==> config.mk <==
export PLATFORM = sky130hd
export DESIGN_NAME = icache_refill
export DESIGN_NICKNAME = d
export VERILOG_FILES = /design/src/rtl/icache_refill.sv
export SDC_FILE = /design/constraint.sdc
export NUM_CORES = 1
export LEC_CHECK = 0
export ABC_CLOCK_PERIOD_IN_PS = 18200
export CORE_UTILIZATION = 45
export CTS_CLUSTER_SIZE = 20
export DETAILED_ROUTE_END_ITERATION = 16
export GPL_TIMING_DRIVEN = 0
export PLACE_DENSITY = 0.74
export SYNTH_ARGS = -nofsm -noshare
export SYNTH_HDL_FRONTEND = slang
export SYNTH_SLANG_ARGS = --single-unit
==> constraint.sdc <==
create_clock -name clk_i -period 18.2 [get_ports clk_i]
set_input_delay 3.64 -clock clk_i [delete_from_list [all_inputs] [get_ports clk_i]]
set_output_delay 3.64 -clock clk_i [all_outputs]
set_load 0.005 [all_outputs]
==> src/rtl/icache_refill.sv <==
// icache_refill: fetches a missed instruction block beat by beat and writes it into the L1 icache.
// Optional watchdog: define ICACHE_REFILL_TIMEOUT_EN to abort a refill that waits too long for gnt or rvalid.
module icache_refill #(
    parameter int ADDR_W  = 32,
    parameter int BEAT_W  = 32,
    parameter int BLOCK_W = 64,
    parameter int TIMEOUT = 64
) (
    input  logic               clk_i,
    input  logic               rst_i,
    input  logic               miss_i,
    input  logic [ADDR_W-1:0]  miss_addr_i,
    output logic               busy_o,
    output logic               mem_req_o,
    output logic [ADDR_W-1:0]  mem_addr_o,
    input  logic               mem_gnt_i,
    input  logic               mem_rvalid_i,
    input  logic [BEAT_W-1:0]  mem_rdata_i,
    output logic               ic_we_o,
    output logic [ADDR_W-1:0]  ic_addr_o,
    output logic [BLOCK_W-1:0] ic_block_o,
    output logic               done_o,
    output logic               err_o
);

    localparam int BEATS       = BLOCK_W / BEAT_W;
    localparam int CNT_W       = (BEATS > 1) ? $clog2(BEATS) : 1;
    localparam int BLOCK_BYTES = BLOCK_W / 8;

    localparam logic [ADDR_W-1:0] BEAT_BYTES = ADDR_W'(BEAT_W / 8);
    localparam logic [ADDR_W-1:0] ALIGN_MASK = ~(ADDR_W'(BLOCK_BYTES - 1));
    localparam logic [CNT_W-1:0]  LAST_BEAT  = CNT_W'(BEATS - 1);

    // Reject geometries the beat slicing and address stepping cannot handle.
    if (BEATS < 1 || (BEATS & (BEATS - 1)) != 0 || BLOCK_W != BEATS * BEAT_W) begin : g_bad_geometry
        $error("icache_refill: BLOCK_W must be a power-of-two multiple of BEAT_W");
    end
    if (BEAT_W % 8 != 0) begin : g_bad_beat
        $error("icache_refill: BEAT_W must be a whole number of bytes");
    end
    if (TIMEOUT < 1) begin : g_bad_timeout
        $error("icache_refill: TIMEOUT must be at least 1");
    end

    typedef enum logic [1:0] {
        IDLE,
        REQ,
        WAIT,
        WRITE
    } state_t;

    state_t             state;
    logic [CNT_W-1:0]   beat;
    logic [BLOCK_W-1:0] block;
    logic [BLOCK_W-1:0] merged;
    logic [ADDR_W-1:0]  base;

`ifdef ICACHE_REFILL_TIMEOUT_EN
    localparam int WD_W = $clog2(TIMEOUT + 1);
    localparam logic [WD_W-1:0] WD_LAST = WD_W'(TIMEOUT - 1);

    logic [WD_W-1:0] wdog;
`endif

    // Block with the incoming beat dropped into its slot, beat 0 in the LSBs.
    always_comb begin
        merged = block;
        merged[int'(beat) * BEAT_W +: BEAT_W] = mem_rdata_i;
    end

    // Refill FSM; every output is a registered decode of the state transition.
    always_ff @(posedge clk_i or posedge rst_i) begin
        if (rst_i) begin
            state      <= IDLE;
            beat       <= '0;
            block      <= '0;
            base       <= '0;
            busy_o     <= 1'b0;
            mem_req_o  <= 1'b0;
            mem_addr_o <= '0;
            ic_we_o    <= 1'b0;
            ic_addr_o  <= '0;
            ic_block_o <= '0;
            done_o     <= 1'b0;
            err_o      <= 1'b0;
`ifdef ICACHE_REFILL_TIMEOUT_EN
            wdog       <= '0;
`endif
        end else begin
            ic_we_o <= 1'b0;
            done_o  <= 1'b0;
            err_o   <= 1'b0;

            case (state)
                IDLE: begin
                    if (miss_i) begin
                        base       <= miss_addr_i & ALIGN_MASK;
                        mem_addr_o <= miss_addr_i & ALIGN_MASK;
                        mem_req_o  <= 1'b1;
                        busy_o     <= 1'b1;
                        beat       <= '0;
                        block      <= '0;
                        state      <= REQ;
`ifdef ICACHE_REFILL_TIMEOUT_EN
                        wdog       <= '0;
`endif
                    end
                end

                REQ: begin
                    if (mem_gnt_i) begin
                        mem_req_o <= 1'b0;
                        state     <= WAIT;
`ifdef ICACHE_REFILL_TIMEOUT_EN
                        wdog      <= '0;
`endif
                    end
`ifdef ICACHE_REFILL_TIMEOUT_EN
                    else if (wdog == WD_LAST) begin
                        mem_req_o <= 1'b0;
                        busy_o    <= 1'b0;
                        err_o     <= 1'b1;
                        block     <= '0;
                        state     <= IDLE;
                    end else begin
                        wdog <= wdog + WD_W'(1);
                    end
`endif
                end

                WAIT: begin
                    if (mem_rvalid_i) begin
                        block <= merged;
                        if (beat == LAST_BEAT) begin
                            ic_we_o    <= 1'b1;
                            done_o     <= 1'b1;
                            ic_addr_o  <= base;
                            ic_block_o <= merged;
                            state      <= WRITE;
                        end else begin
                            beat       <= beat + CNT_W'(1);
                            mem_addr_o <= mem_addr_o + BEAT_BYTES;
                            mem_req_o  <= 1'b1;
                            state      <= REQ;
`ifdef ICACHE_REFILL_TIMEOUT_EN
                            wdog       <= '0;
`endif
                        end
                    end
`ifdef ICACHE_REFILL_TIMEOUT_EN
                    else if (wdog == WD_LAST) begin
                        busy_o <= 1'b0;
                        err_o  <= 1'b1;
                        block  <= '0;
                        state  <= IDLE;
                    end else begin
                        wdog <= wdog + WD_W'(1);
                    end
`endif
                end

                WRITE: begin
                    busy_o <= 1'b0;
                    state  <= IDLE;
                end

                default: begin
                    busy_o    <= 1'b0;
                    mem_req_o <= 1'b0;
                    state     <= IDLE;
                end
            endcase
        end
    end

endmodule

==> run metrics, run 1 <==
drt pass-1 iters=7; maximum achievable frequency=about 0.19 GHz; Worst Hold Endpoint=ic_addr_o[16]; GRT Overall Usage=approximately 26%; reg-to-reg setup timing slack=about 16 ns; wire per inst=17.34 um; Synth Area per Inst=about 9.4 sq um; fin worst setup slack=13.03 ns; VDD IR-drop max=approximately 86 uV; Initial Util=46.14%; data required time at the worst endpoint=14.56 ns; RSZ-0062 raised after global routing=false; Hold Startpoint=base[16]; number of diodes=0; fraction of final layout cells sized beyond drive strength 1=~8%; number of max-cap violations=0; Most used DFF post-synth=dfrtp_1; placeable core area=between 15,000 and 20,000 sq um; instance count of the mapped netlist=roughly 850; worst flop-to-flop path startpoint=state[1]; violation count after the first detailed-routing iteration=approximately 570; post-synthesis sequential area ratio=roughly three fifths; number of buffers added by the clock tree synthesis step=17; most used standard cell by instance count after synthesis=nand2_1; die extent in y=135.2 um; kind of critical path=reg -> out; nets=between 1,000 and 1,500; largest net degree at the start of global routing=~110; wirelength, routed=roughly 23,000 um; Non-Filler Cell Area, Final=around 11,000 sq um; Placer Congestion=0.8847; number of buffers on the longest clock path=2; critical-path cell with the highest stage delay=clkdlybuf4s50_1; post-placement cell area=~10,000 sq um; switching share of power=34.67%; classification of the worst-slack hold path=reg -> reg; clock latency on the worst-skew pair=roughly 0.44 ns; Critical Path Source Type=flop; total power divided by cell area=roughly 170 nW/um^2; Switch Pwr=0.6364 mW; Setup WS pre-CTS=12.67 ns; crit path cell chain=clkdlybuf4s50_1; number of distinct standard cells referenced by the synthesized netlist=53; post-synth top area share=approximately three fifths; setup_tns=0 ns; clock-pin slew of the registers on the worst-case setup and hold paths=0.07 ns; result of the run=finished, final reports clean; count of nets left with antenna violations after detail routing=0; clock sink count=190; library cell occupying the most area in the post-synthesis netlist=dfrtp_1; post-CTS setup repair buffer count=0; Lkg Pwr=between 5 and 6 nW; Critical path buffers and inverters=1; CTS H-Tree Depth=4; overall die area=18,270 sq um; IO Pins=between 200 and 250; Internal Power=between 1 and 1.5 mW; count of instances resized after the clock tree is built=0; die width=around 140 um; Post-CTS Hold Fix Bufs=0; crit share post-route=between 20 and 30%; number of endpoints with negative hold slack in the final report=0; fin crit period=5.174 ns; CTS tree=done; row count=48; global-route wire length before repair=between 30,000 and 40,000 um; Area contributors post-synth=dfrtp_1 60%, nand2_1 18%, a22o_1 3.5%, buf_2 1.6%, buf_4 1.4%; worst rel slew slack=between 50% and 60%; endpoint arrival time on the critical path=1.53 ns; maximum fanout along the worst path=8; combinational cell fraction of total power=between 30% and 40%; async set-reset flop share out of synthesis=100.0%; number of global-route vias before repair=6,495; buffer cell driving the clock tree root=clkbuf_16; largest clock skew in the final design=about 0.014 ns; number of max-slew violations in the final report=0; number of fill cells in the layout=around 1,500; Post-synth top cells=389 x nand2_1, 190 x dfrtp_1, 32 x a22o_1, 29 x nor2_1, 25 x buf_2; family with the most delay on the worst path=buffers and inverters; Clk pwr share=19.5%; synth warn=0; vias per cell=5.250; final setup vio count=0; antenna violations before repair=0; number of remaining DRC errors=0; power share of the sequential group=about two fifths; number of cells on the worst reg-to-reg path=8; delay of the slowest critical-path stage=0.57 ns; EDFF count, synth=0; DP HPWL=15,680 um; cell depth of the worst hold path=2; tightest hold margin=between 0.4 and 0.5 ns; actual slew at the worst max-slew pin=roughly 0.73 ns; total congestion overflow after global routing=0; area growth from synthesis to layout=35.14%; count of input and output buffers=~190; Post-Syn Area=about 8000 sq um; terminus of the critical flop-to-flop path=ic_block_o[16]; routed via count=between 6,000 and 7,000; Yosys reg bits=190; Worst Setup End Kind=primary output; total power consumption of the routed design=roughly 1.8 mW
how the worst max path moves through the flow:
stage | start | depth (start not counted) | to
2_1_floorplan | rst_i | 1 | base[10]
3_3_place_gp | rst_i | 2 | base[15]
3_5_place_dp | mem_rvalid_i | 5 | block[2]
4_1_cts | mem_addr_o[7] | 1 | mem_addr_o[7]
5_1_grt | mem_rvalid_i | 6 | mem_addr_o[2]
6_report | mem_addr_o[7] | 1 | mem_addr_o[7]
through the flow:
step	cells	util [%]
3_3_place_gp	1270	58.98
6_report	1302	62.35
2_1_floorplan	853	-
4_1_cts	1302	62.35
5_1_grt	1302	62.35
3_5_place_dp	1271	59.19
power groups by stage:
stage	sequential (mW)	combinational [mW]	clock (mW)
2_1_floorplan	0.757	0.318	0
3_3_place_gp	0.766	0.696	0
3_5_place_dp	0.771	0.709	0
4_1_cts	0.766	0.716	0.363
5_1_grt	0.794	0.781	0.381
6_report	0.768	0.710	0.358
metal layers:
layer / vias to the layer above / part of all wire [%] / GRT usage, %
li1: 3222 / - / -
met1: 3277 / 43 / 35.25
met2: 310 / 47 / 40.17
met3: 26 / 8.2 / 6.958
met4: 0 / 1.3 / 7.179
met5: - / 0 / 0
cell type report:
class / count / area, sq um / share of cell area (%)
sequential: 190 / 4755 / 44.09
tap: 225 / 281.5 / 2.611
clock inverter: 12 / 113.9 / 1.056
buffer: 57 / 316.6 / 2.935
clock buffer: 19 / 432.9 / 4.014
timing repair buffer: 193 / 1949 / 18.08
inverter: 4 / 22.52 / 0.2088
multi-input combinational: 602 / 2913 / 27.01
sequential cells by signal (all words and copies together), names as in the netlist:
name / flops
beat: 1
block: 32
done_o: 1
mem_addr_o: 30
state: 2
mem_req_o: 1
busy_o: 1
base: 29
ic_block_o: 64
ic_addr_o: 29
tightest hold or removal path, stage by stage, from the launching register on:
cell and delay [ns]:
dfrtp_1 0.34, nand2_1 0.05, nand2_1 0.05
layout by cell type (no fill, tap or decap), types with 2 or more instances in the layout:
| cell type | netlist | layout |
|---|---|---|
| nand4_1 | 10 | 10 |
| inv_1 | 3 | 2 |
| a21oi_1 | 19 | 19 |
| nor3_1 | 5 | 5 |
| inv_8 | 0 | 2 |
| clkinvlp_4 | 0 | 3 |
| inv_6 | 0 | 3 |
| nor2b_1 | 4 | 4 |
| o21ai_0 | 20 | 20 |
| nand2b_1 | 4 | 4 |
| clkinv_2 | 0 | 3 |
| clkbuf_16 | 0 | 17 |
| a22o_1 | 32 | 32 |
| buf_6 | 2 | 2 |
| o211ai_1 | 2 | 2 |
| and3_1 | 2 | 2 |
| clkbuf_1 | 14 | 16 |
| nor2_4 | 3 | 3 |
| nor2_1 | 29 | 29 |
| a2bb2oi_1 | 2 | 2 |
| nand2_1 | 389 | 389 |
| buf_4 | 15 | 15 |
| conb_1 | 1 | 6 |
| clkdlybuf4s50_1 | 0 | 192 |
| nand3_2 | 2 | 2 |
| nand3_1 | 11 | 11 |
| or3_1 | 2 | 2 |
| a32oi_1 | 3 | 3 |
| o22a_1 | 5 | 5 |
| dfrtp_1 | 190 | 190 |
| o22ai_1 | 6 | 6 |
| mux2i_1 | 7 | 7 |
| a22oi_1 | 10 | 10 |
| a31oi_1 | 7 | 7 |
| buf_2 | 25 | 25 |
kinds of logic (layout without fill, tap and decap cells):
logic type      after synthesis  in the layout  share of synthesized area, %
simple gates                473            473                         25.02
flops                       190            190                         59.58
compound gates              115            115                         10.16
buf+inv                      61            285                         4.155
mux                           7              7                        0.8781
fa+ha+maj                     1              1                        0.1568
other cells                   1              6                       0.04699
Power figures use the tool's default switching activity.
==> inputs of run 2 (changes only) <==
--- a/config.mk
+++ b/config.mk
@@ -5,7 +5,7 @@
 export SDC_FILE = /design/constraint.sdc
 export NUM_CORES = 1
 export LEC_CHECK = 0
-export ABC_CLOCK_PERIOD_IN_PS = 18200
+export ABC_CLOCK_PERIOD_IN_PS = 5450
 export CORE_UTILIZATION = 45
 export CTS_CLUSTER_SIZE = 20
 export DETAILED_ROUTE_END_ITERATION = 16
==> constraint.sdc (replaced) <==
create_clock -name clk_i -period 5.45 [get_ports clk_i]
set_input_delay 1.09 -clock clk_i [delete_from_list [all_inputs] [get_ports clk_i]]
set_output_delay 1.09 -clock clk_i [all_outputs]
set_load 0.005 [all_outputs]
==> run metrics, run 2 (synthesis gave the netlist of run 1 again) <==
kind of critical path=reg -> out; largest clock skew in the final design=0.01543 ns (+0.001040 ns); maximum achievable frequency=around 0.38 GHz; largest net degree at the start of global routing=43 (-61%); Hold Startpoint=block[10]; number of global-route vias before repair=6,631 (+2.1%); drt pass-1 iters=5 (-2); Biggest register=ic_block_o; wire per inst=17.35 um (about the same); CTS H-Tree Depth=4 (unchanged); VDD IR-drop max=266.6 uV (+210%); die extent in y=135.2 um (unchanged); GRT Overall Usage=25.60% (-0.12 points); number of remaining DRC errors=0 (unchanged); post-CTS setup repair buffer count=0 (unchanged); endpoint arrival time on the critical path=1.56 ns (+0.03 ns); total congestion overflow after global routing=0 (unchanged); die width=135.2 um (unchanged); maximum fanout along the worst path=9 (+1); Critical Path Source Type=flop; Worst Setup End Kind=primary output; area growth from synthesis to layout=36.05%; global-route wire length before repair=35,290 um (-0.31%); number of endpoints with negative hold slack in the final report=0 (unchanged); Post-CTS Hold Fix Bufs=0 (unchanged); wirelength, routed=22,680 um (+0.47%); final instance count without filler cells=1,307 (+0.38%); antenna violations before repair=0 (unchanged); number of fill cells in the layout=1,514 (+2.2%); worst rel slew slack=57.46% (+6.0 points); family with the most delay on the worst path=buffers and inverters; CTS tree=done; terminus of the critical flop-to-flop path=ic_block_o[18]; RSZ-0062 raised after global routing=false; number of flip-flops under the largest register name=64 (unchanged); reg-to-reg setup timing slack=3.40 ns (-12.77 ns); clock latency on the worst-skew pair=0.44 ns (about the same); clock sink count=190 (unchanged); routed via count=6,859 (+0.35%); area taken by flip-flops and latches=4755 sq um (unchanged); number of buffers added by the clock tree synthesis step=17 (unchanged); Lkg Pwr=5.325 nW (+0.73%); fraction of final layout cells sized beyond drive strength 1=8.595% (+0.52 points); number of max-slew violations in the final report=0 (unchanged); overall die area=18,270 sq um (unchanged); vias per cell=5.248 (about the same); row count=48 (unchanged); Critical path buffers and inverters=1 (unchanged); result of the run=finished, final reports clean; Worst Hold Endpoint=ic_block_o[10]; delay of the slowest critical-path stage=0.58 ns (about the same); worst flop-to-flop path startpoint=state[1]; Initial Util=46.14% (unchanged); clock-pin slew of the registers on the worst-case setup and hold paths=0.07 ns (about the same); placed cell count=1,275 (+0.31%); count of nets left with antenna violations after detail routing=0 (unchanged); IO Pins=202 (unchanged); number of diodes=0 (unchanged); startpoint of the worst setup timing path=mem_addr_o[11]; count of input and output buffers=192 (unchanged); placeable core area=17,300 sq um (unchanged); commonest cells after routing, fill and taps aside=389 x nand2_1, 192 x clkdlybuf4s50_1, 190 x dfrtp_1; multi-input logic area=2913 sq um (unchanged); crit path cell chain=clkdlybuf4s50_1; total power divided by cell area=565.1 nW/um^2 (+230%); Placer Congestion=0.8846 (about the same); critical-path cell with the highest stage delay=clkdlybuf4s50_1; number of buffers on the longest clock path=2 (unchanged); setup_tns=0 ns (unchanged); crit share post-route=between 40% and 50%; data required time at the worst endpoint=4.36 ns (-10.20 ns); most common cell after layout, fill and taps aside=nand2_1; nets=1,139 (+0.35%); classification of the worst-slack hold path=reg -> reg; violation count after the first detailed-routing iteration=460 (-19%); number of cells on the worst reg-to-reg path=8 (unchanged); number of max-cap violations=0 (unchanged); largest registers=ic_block_o x64, block x32, mem_addr_o x30; DP HPWL=16,300 um (+3.9%); final setup vio count=0 (unchanged); count of instances resized after the clock tree is built=0 (unchanged); buffer cell driving the clock tree root=clkbuf_16; fin crit period=2.652 ns; actual slew at the worst max-slew pin=0.6382 ns (-0.08956 ns); cell depth of the worst hold path=2 (unchanged)
[run 2: how the worst max path moves through the flow]
stage	endpoint	slack [ns]	depth (start not counted)
after floorplan	base[10]	1.91	1
after global placement	busy_o	0.35	2
after detailed placement	mem_addr_o[22]	2.50	8
after CTS	mem_addr_o[11]	2.80	1
after global routing	mem_addr_o[11]	2.77	1
final	mem_addr_o[11]	2.80	1
[run 2: final cells by class]
type,count,area share (%)
flip-flops and latches,190,43.79
multi-input cells,602,26.83
repair buffers,197,18.62
clock buffers,18,3.953
plain buffers,57,2.916
well taps,225,2.593
clock inverters,14,1.118
inverters,4,0.1729
[run 2: per-stage QoR]
step	utilization [%]	cell area [sq um]	worst slack [ns]	hold slack, ns	power [mW]
2_1_floorplan	-	8003	1.912	0.4386	3.590
3_3_place_gp	59.01	10210	0.3490	0.4422	4.882
3_5_place_dp	59.58	10310	2.496	0.4488	4.963
4_1_cts	62.77	10860	2.802	0.4671	6.160
5_1_grt	62.77	10860	2.772	0.4768	6.535
6_report	62.77	10860	2.798	0.4639	6.135
[run 2: metal layers]
layer	routed length [um]	vias up	global-route usage [%]
met5	0	-	0
met4	440	0	9.988
met3	1713	32	5.686
met2	10760	293	40.43
met1	9763	3297	34.41
li1	-	3237	-
[run 2: power breakdown]
group          switching (mW)  internal (mW)
Clock                   0.586          0.602
Combinational            1.08           1.30
Sequential              0.487           2.08
Total                    2.16           3.98
==> inputs of run 3 (changes only) <==
==> config.mk (replaced) <==
export PLATFORM = sky130hd
export DESIGN_NAME = icache_refill
export DESIGN_NICKNAME = d
export VERILOG_FILES = /design/src/rtl/icache_refill.sv
export SDC_FILE = /design/constraint.sdc
export NUM_CORES = 1
export LEC_CHECK = 0
export ABC_CLOCK_PERIOD_IN_PS = 2200
export CORE_UTILIZATION = 44
export CTS_CLUSTER_SIZE = 20
export DETAILED_ROUTE_END_ITERATION = 16
export GPL_TIMING_DRIVEN = 0
export PLACE_DENSITY = 0.76
export SYNTH_ARGS = -nofsm -noshare
export SYNTH_HDL_FRONTEND = slang
export SYNTH_SLANG_ARGS = --single-unit
==> constraint.sdc (replaced) <==
create_clock -name clk_i -period 2.2 [get_ports clk_i]
set_input_delay 0.44 -clock clk_i [delete_from_list [all_inputs] [get_ports clk_i]]
set_output_delay 0.44 -clock clk_i [all_outputs]
set_load 0.005 [all_outputs]
==> run metrics, run 3 (synthesis gave the netlist of run 1 again) <==
result of the run=finished, final reports clean; cell seen most often among critical-path stages=buf_2; Post-CTS Hold Fix Bufs=0 (unchanged); placeable core area=17,480 sq um (+1.0%); clock sink count=190 (unchanged); family with the most delay on the worst path=buffers and inverters; area taken by flip-flops and latches=4755 sq um (unchanged); actual slew at the worst max-slew pin=0.8315 ns (+0.1934 ns); critical-path cell with the highest stage delay=clkbuf_1; largest registers=ic_block_o x64, block x32, mem_addr_o x30; Critical Path Source Type=flop; count of instances resized after the clock tree is built=0 (unchanged); total power consumption of the routed design=15.31 mW (+150%); Worst Setup End Kind=flop; final standard cell utilization of the core=62.19% (-0.58 points); fin crit period=2.046 ns; kind of critical path=reg -> reg; maximum achievable frequency=~0.5 GHz; wire per inst=17.16 um (-1.1%); Biggest register=ic_block_o; DP HPWL=16,230 um (-0.43%); RSZ-0062 raised after global routing=false; area growth from synthesis to layout=36.20%; violation count after the first detailed-routing iteration=399 (-13%); count of input and output buffers=192 (unchanged); IO Pins=202 (unchanged); die width=136.7 um (+1.1%); delay of the slowest critical-path stage=0.43 ns (-0.15 ns); crit share post-route=just over 90%; Setup WS pre-CTS=-0.1406 ns (-2.636 ns); vias per cell=5.188 (-1.1%); reg-to-reg setup timing slack=0.15 ns (-3.25 ns); most common cell after layout, fill and taps aside=nand2_1; number of fill cells in the layout=1,500 (-0.92%); antenna violations before repair=0 (unchanged); count of nets left with antenna violations after detail routing=0 (unchanged); post-CTS setup repair buffer count=0 (unchanged); number of endpoints with negative hold slack in the final report=0 (unchanged); fraction of final layout cells sized beyond drive strength 1=8.511% (-0.085 points); wirelength, routed=22,420 um (-1.1%); Non-Filler Cell Area, Final=10,870 sq um (+0.12%); total congestion overflow after global routing=0 (unchanged); Lkg Pwr=5.320 nW (about the same); post-placement cell area=10,290 sq um (-0.19%); Initial Util=45.66% (-0.48 points); routed via count=6,781 (-1.1%); row count=48 (unchanged); overall die area=18,680 sq um (+2.2%); Critical path buffers and inverters=4 (+3); data required time at the worst endpoint=2.57 ns (-1.79 ns); total power divided by cell area=1409 nW/um^2 (+150%); endpoint arrival time on the critical path=2.42 ns (+0.86 ns); tightest hold margin=0.4673 ns (+0.003367 ns); CTS H-Tree Depth=4 (unchanged); worst rel slew slack=44.45% (-13 points); GRT Overall Usage=25.15% (-0.45 points); largest net degree at the start of global routing=43 (unchanged); crit path cell chain=buf_2 > nor2b_1 > buf_2 > nand3_2 > buf_2 > clkbuf_1 > nand2_1 > nand2_1; clock-pin slew of the registers on the worst-case setup and hold paths=0.07 ns (about the same); number of flip-flops under the largest register name=64 (unchanged); maximum fanout along the worst path=10 (+1); commonest cells after routing, fill and taps aside=389 x nand2_1, 192 x clkdlybuf4s50_1, 190 x dfrtp_1; nets=1,138 (-0.088%); multi-input logic area=2913 sq um (unchanged); die extent in y=136.7 um (+1.1%); buffer cell driving the clock tree root=clkbuf_16; final setup vio count=0 (unchanged); global-route wire length before repair=35,200 um (-0.27%); number of global-route vias before repair=6,529 (-1.5%); VDD IR-drop max=703.5 uV (+160%); number of remaining DRC errors=0 (unchanged); number of max-cap violations=0 (unchanged); number of buffers added by the clock tree synthesis step=17 (unchanged); classification of the worst-slack hold path=reg -> reg; drt pass-1 iters=5 (unchanged); number of max-slew violations in the final report=0 (unchanged); Placer Congestion=0.9106 (+2.9%); number of buffers on the longest clock path=2 (unchanged); fin worst setup slack=0.1538 ns (-2.644 ns); largest clock skew in the final design=0.006958 ns (-0.008469 ns); clock latency on the worst-skew pair=0.43 ns (about the same); CTS tree=done
## run 3: cell count changes in the layout (fill, tap and decap cells not counted), sizes merged
cell,delta
buf,-1
bufinv,+1
clkinvlp,+2
diode,+1
inv,-2
clkinv,-1
## run 3: where the power goes
part	switching [mW]	leakage (nW)	total, mW	internal (mW)
sequential	1.20	2.47	6.35	5.15
clock	1.46	0.276	3.06	1.61
combinational	2.68	2.57	5.90	3.21
## run 3: final timing paths
check	start	end	depth (start not counted)
min	block[18]	ic_block_o[18]	2
min reg2reg	block[18]	ic_block_o[18]	2
min in group asynchronous	rst_i	ic_block_o[57]	2
max in group asynchronous	rst_i	ic_block_o[62]	3
max	state[1]	ic_block_o[22]	8
max reg2reg	state[1]	ic_block_o[22]	8
## run 3: per-stage QoR
stage               cells  TNS (ns)
finish               1307         0
global route         1306         0
CTS                  1306         0
detailed placement   1274    -3.698
global placement     1270   -426.40
floorplan             853   -130.81
## run 3: tightest hold or removal path: cells and delay by family (launching register included)
kind	cells	cell delay, ns
flops	1	0.34
simple gates	2	0.10
## run 3: layout make-up
cell class                      count  area share (%)
Antenna cell                        1         0.02302
Buffer                             57           2.912
Clock buffer                       18           3.948
Clock inverter                     14           1.393
Inverter                            4          0.1727
Multi-Input combinational cell    602           26.80
Sequential cell                   190           43.74
Tap cell                          225           2.590
Timing Repair Buffer              196           18.42
## run 3: per-layer routing
layer / global-route usage, % / wire (um) / vias to the layer above
met5: 0 / 0 / -
met1: 33.58 / 9727 / 3243
met4: 9.568 / 467 / 0
met3: 6.037 / 1876 / 35
li1: - / - / 3234
met2: 39.62 / 10350 / 269
